==> src/rtl/mul_writeback.sv <==
// mul_writeback: sequential shift-add 32x32 multiplier feeding the register
// file write port. Low product word is written back through a req/grant
// handshake; the high word is held on Hi for later reads.
module mul_writeback #(
  parameter int WIDTH = 32,
  parameter int ADDRW = 5
) (
  input  logic             Clk,
  input  logic             Reset_n,
  input  logic             Start,
  input  logic             SignedMode,
  input  logic [WIDTH-1:0] OperandA,
  input  logic [WIDTH-1:0] OperandB,
  input  logic [ADDRW-1:0] DestRegister,
  input  logic             WbGrant,
  output logic             WbReq,
  output logic [WIDTH-1:0] WbData,
  output logic [ADDRW-1:0] WbRegister,
  output logic [WIDTH-1:0] Hi,
  output logic             Busy,
  output logic             Done
);

  localparam int CW = $clog2(WIDTH + 1);

  typedef enum logic [1:0] {IDLE, RUN, SIGN, WB} state_t;

  state_t                 state, next_state;
  logic [CW-1:0]          cnt;
  logic [2*WIDTH-1:0]     acc;
  logic [2*WIDTH-1:0]     mcand;
  logic [WIDTH-1:0]       mplier;
  logic                   neg;
  logic [2*WIDTH-1:0]     prod;
  logic                   start_ok;
  logic                   last_iter;
  logic                   done_nxt;

  // Magnitude of an operand; -2^(W-1) maps to 2^(W-1), which still fits unsigned.
  function automatic logic [WIDTH-1:0] magnitude(input logic signed [WIDTH-1:0] v,
                                                 input logic is_signed);
    logic signed [WIDTH-1:0] n;
    n = -v;
    if (is_signed && v < 0) return $unsigned(n);
    return $unsigned(v);
  endfunction

  // Two's-complement negation of the full product, modulo 2^(2W).
  function automatic logic [2*WIDTH-1:0] negate(input logic [2*WIDTH-1:0] v);
    return ~v + (2*WIDTH)'(1);
  endfunction

  assign start_ok  = (state == IDLE) && Start;
  assign last_iter = (cnt == CW'(WIDTH - 1));
  assign prod      = neg ? negate(acc) : acc;

  // Next-state decode and completion detection.
  always_comb begin
    next_state = state;
    done_nxt   = 1'b0;
    case (state)
      IDLE: if (Start) next_state = RUN;
      RUN:  if (last_iter) next_state = SIGN;
      SIGN: begin
        // Register 0 is hardwired zero, so skip the write entirely.
        if (WbRegister != '0) begin
          next_state = WB;
        end else begin
          next_state = IDLE;
          done_nxt   = 1'b1;
        end
      end
      WB: begin
        if (WbGrant) begin
          next_state = IDLE;
          done_nxt   = 1'b1;
        end
      end
      default: next_state = IDLE;
    endcase
  end

  // State, iteration counter and all registered outputs; reset discards any op.
  always_ff @(posedge Clk or negedge Reset_n) begin
    if (!Reset_n) begin
      state      <= IDLE;
      cnt        <= '0;
      Busy       <= 1'b0;
      WbReq      <= 1'b0;
      Done       <= 1'b0;
      WbRegister <= '0;
      WbData     <= '0;
      Hi         <= '0;
    end else begin
      state <= next_state;
      Busy  <= (next_state != IDLE);
      WbReq <= (next_state == WB);
      Done  <= done_nxt;
      if (start_ok) begin
        cnt        <= '0;
        WbRegister <= DestRegister;
      end else if (state == RUN) begin
        cnt <= cnt + CW'(1);
      end
      if (state == SIGN) begin
        WbData <= prod[WIDTH-1:0];
        Hi     <= prod[2*WIDTH-1:WIDTH];
      end
    end
  end

  // Shift-add datapath: capture magnitudes at start, one iteration per RUN cycle.
  always_ff @(posedge Clk) begin
    if (start_ok) begin
      mcand  <= {{WIDTH{1'b0}}, magnitude(OperandA, SignedMode)};
      mplier <= magnitude(OperandB, SignedMode);
      acc    <= '0;
      neg    <= SignedMode & (OperandA[WIDTH-1] ^ OperandB[WIDTH-1]);
    end else if (state == RUN) begin
      if (mplier[0]) acc <= acc + mcand;
      mcand  <= mcand << 1;
      mplier <= mplier >> 1;
    end
  end

endmodule
==> config.mk <==
export PLATFORM = sky130hd
export DESIGN_NAME = mul_writeback
export DESIGN_NICKNAME = d
export VERILOG_FILES = /design/src/rtl/mul_writeback.sv
export SDC_FILE = /design/constraint.sdc
export NUM_CORES = 1
export LEC_CHECK = 0
export BUFFER_PORTS_ARGS = -buffer_cell sky130_fd_sc_hd__buf_4
export CAP_MARGIN = 20
export CORE_ASPECT_RATIO = 0.9
export CORE_MARGIN = 10
export CORE_UTILIZATION = 44
export CTS_CLUSTER_DIAMETER = 80
export DETAILED_ROUTE_END_ITERATION = 6
export PLACE_DENSITY = 0.6
export SETUP_SLACK_MARGIN = 0.1
export SYNTH_ARGS = -nofsm -noshare
export SYNTH_HDL_FRONTEND = slang
export SYNTH_SLANG_ARGS = --single-unit
==> constraint.sdc <==
create_clock -name Clk -period 10 [get_ports Clk]
set_clock_uncertainty 0.1 [all_clocks]
set_input_delay 0.5 -clock Clk [delete_from_list [all_inputs] [get_ports Clk]]
set_output_delay 0.5 -clock Clk [all_outputs]
set_load 0.01 [all_outputs]
==> metrics.md <==
| Metric | Value |
|---|---|
| Crit path top cell by count | `o21ai_0` |
| Setup crit start | `mcand[2]` |
| First-pass GRT wire length | `70700 µm` |
| Worst-Margin Slew | `1.04 ns` |
| Total GRT Usage | `20.3%` |
| Number of synthesized flops with an enable pin | `65` |
| Synth Area per Inst | `8.05 µm²` |
| Core Area | `34000 µm²` |
| Final core occ | `51.6%` |
| Die outline width | `216 µm` |
| Vias in the first global route | `12700` |
| TritonCTS buffer count | `28` |
| Final period util | `41.5%` |
| Setup crit start kind | `flop` |
| Critical Path End Type | `flop` |
| Status | `completed` |
| CTS sink cnt | `241` |
| Slew HR | `30.9%` |
| Post-route ant nets | `0` |
| WL per Instance | `18.2 µm` |
| Netlist cell types | `60` |
| Pwr/cell area | `363 nW/µm²` |
| Top FF cell, synth | `dfxtp_1` |
| FFs w/ async S/R, synth | `33.2%` |
| Longest Clk Path Bufs | `3` |
| Syn Nets | `2027` |
| Register area share after synthesis | `38.7%` |
| Synth area leader | `dfrtp_1` |
| Finish-stage setup viols | `0` |
| Row Count | `64` |
| Fin. max-slew vios | `0` |
| CP Data Arrival Time | `4.48 ns` |
| Synth area leaders | `dfrtp_1 13%, edfxtp_1 13%, dfxtp_1 13%` |
| TritonCTS clock tree | `built` |
| RSZ-0062 raised after global routing | `no` |
| Initial core utilization | `44.6%` |
| 1st-iter DRT viols | `1035` |
| Reg2reg start | `mcand[2]` |
| Gp weighted congestion | `0.910` |
| Buf/Inv on CP | `0` |
| Remaining global-route overflow | `0` |
| HP Class | `in2reg` |
| Top cell type's share of synthesized area | `13.2%` |
| Top delay family on crit path | `compound AO/OA/AOI/OAI gates` |
| Synth Instances | `1885` |
| Fraction of layout instances using a drive strength above 1 | `11.2%` |
| DR pass1 iterations | `5` |
| # nets final | `2113` |
| Worst path slowest cell | `o31ai_1` |
| Max VDD drop | `0.135 mV` |
| Port Buffers | `145` |
| Critical-path cell list | `ha_1 > nand3_1 > nor2_1 > o21ai_0 > a211oi_1 > a22oi_1 > o31ai_1 > a31oi_1 > o31a_1 > o21ai_0 > or3b_2` |
| Maximum number of pins on one net before global-route repair | `128` |
| Worst hold start | `DestRegister[3]` |
| Max Freq | `0.241 GHz` |
| Final std cells w/o fill | `2455` |
| Worst-Skew Late Latency | `0.55 ns` |
| CP Class | `reg2reg` |
| IO Pins | `146` |
| Vias | `13600` |
| Die Area | `42300 µm²` |
| Area of the mapped netlist | `15200 µm²` |
| Die height | `196 µm` |
| Final hold violation count | `0` |
| Max-cap viol count | `0` |
| Area grow syn2layout | `15.8%` |
| Vias per cell | `5.54` |
| Worst path required time | `10.33 ns` |
| Clk root buf | `clkbuf_16` |
| Crit path max fanout | `5` |
| Dpl cells | `2401` |
| Antenna diodes | `0` |
| DP HPWL | `34000 µm` |
| Antenna violations before repair | `1` |
| Post-route minimum period | `4.15 ns` |
| Total power | `6380 µW` |
| Slowest stage delay, CP | `0.68 ns` |
| TNS Setup | `0 ns` |
| Routed wire length | `44600 µm` |
| Clk slew on worst S/H paths | `0.07 ns` |
| Synth Register Bits | `241` |
| H-tree levels | `1` |
| Warnings from Yosys | `0` |
| Leak Pwr | `0.00747 µW` |
| Number of remaining DRC errors | `0` |
==> metal layers <==
layer | vias to the layer above | GRT usage, % | share of wire, %
met5 | - | 0 | 0
met4 | 0 | 3.44 | 1.3
met3 | 43 | 3.66 | 7.1
met2 | 376 | 28.0 | 39
met1 | 6347 | 32.0 | 53
li1 | 6838 | - | -
==> power breakdown <==
group | internal, µW | switching, µW | total, µW
clock network | 632 | 414 | 1050
logic | 1290 | 1990 | 3280
registers | 1580 | 471 | 2050
total | 3500 | 2880 | 6380
==> kinds of logic (layout without fill, tap and decap cells) <==
group                    Yosys count  in the layout  share of synthesized area, %
adder cells (fa/ha/maj)           68             68                          5.66
multiplexers                       2              2                         0.132
AND/OR/NAND/NOR                  707            707                          20.9
buffers and inverters            130            238                          3.22
AO/OA/AOI/OAI                    568            568                          21.6
XOR/XNOR                         169            169                          9.76
flip-flops                       241            241                          38.7
==> timing repair <==
| item | in CTS | in global routing |
|---|---|---|
| hold endpoints to repair | 13 | 0 |
| hold buffers | 1 | 0 |
| gates resized for setup | 0 | 0 |
| buffers inserted | 0 | 0 |
==> worst paths after layout <==
kind | end | slack, ns | cells after the start
worst min-delay path | WbRegister[3] | 0.05 | 3
worst max register to register | acc[61] | 5.85 | 11
worst max-delay path | acc[61] | 5.85 | 11
min in group asynchronous | cnt[0] | 0.34 | 2
worst min register to register | mcand[63] | 0.38 | 2
max in group asynchronous | Hi[22] | 8.30 | 3
==> synthesized netlist by cell type, types with 12 or more instances <==
library cell and instances:
a211oi_1 13, a21o_1 26, a21oi_1 187, a31oi_1 12, and2_1 16, and3_1 12, clkbuf_1 96, dfrtp_1 80
dfxtp_1 96, edfxtp_1 65, ha_1 67, inv_1 25, nand2_1 406, nand3_1 34, nand4_1 21, nor2_1 97
nor3_1 24, nor4_1 14, o21ai_0 224, o21bai_1 16, o31ai_1 32, o41ai_1 13, or3_1 22, or4_1 12
xnor2_1 81, xor2_1 88
==> registers in the layout (all words and copies together), names as in the netlist, 2 cells and up <==
register    cells
acc            64
mcand          64
Hi             32
WbData         32
mplier         32
cnt             6
WbRegister      5
state           2
==> metrics by stage <==
stage / hold slack, ns / cell area (µm²) / setup WS (ns)
floorplan: 0.104 / 15200 / 6.52
global placement: 0.265 / 16600 / 6.01
detailed placement: 0.265 / 16600 / 5.90
CTS: 0.0327 / 17500 / 5.91
global route: 0.0522 / 17600 / 5.55
finish: 0.0484 / 17600 / 5.85
==> worst reg2reg max path, delay by kind of cell (launching register included) <==
family / cells / cell delay (ns)
adders and majority gates: 1 / 0.38
and+or+nand+nor: 3 / 0.73
AOI/OAI and AO/OA: 7 / 2.44
DFF: 1 / 0.40
==> final cells by class <==
type                            count  area [µm²]
Clock buffer                       47         928
Fill cell                        3328       16500
Tap cell                          462         578
Multi-Input combinational cell   1514        8820
Timing Repair Buffer              160        1220
Inverter                           26        97.6
Sequential cell                   241        5880
Clock inverter                      5        35.0
==> cell usage in the layout (no fill, tap or decap), types with 7 or more instances in the layout <==
cell type | netlist | routed
nand4_1 | 21 | 21
dfxtp_1 | 96 | 96
and3_1 | 12 | 12
o31ai_1 | 32 | 32
nand2_1 | 406 | 405
nor3_1 | 24 | 24
xor2_1 | 88 | 88
o21bai_1 | 16 | 16
nand2b_1 | 11 | 10
and2_1 | 16 | 15
o21a_1 | 7 | 7
ha_1 | 67 | 67
clkbuf_1 | 96 | 7
nor4_1 | 14 | 14
a21oi_1 | 187 | 187
or3_1 | 22 | 22
nor2b_1 | 9 | 8
a21o_1 | 26 | 26
nand3_1 | 34 | 34
o41ai_1 | 13 | 13
xnor2_1 | 81 | 81
a31oi_1 | 12 | 12
dfrtp_1 | 80 | 80
edfxtp_1 | 65 | 65
or4_1 | 12 | 12
o21ai_0 | 224 | 224
or2_2 | 7 | 7
nor2_1 | 97 | 97
clkbuf_16 | 0 | 32
a211oi_1 | 13 | 13
inv_1 | 25 | 24
buf_4 | 0 | 158
o211ai_1 | 11 | 11
clkbuf_8 | 0 | 7
Power figures use the tool's default switching activity.
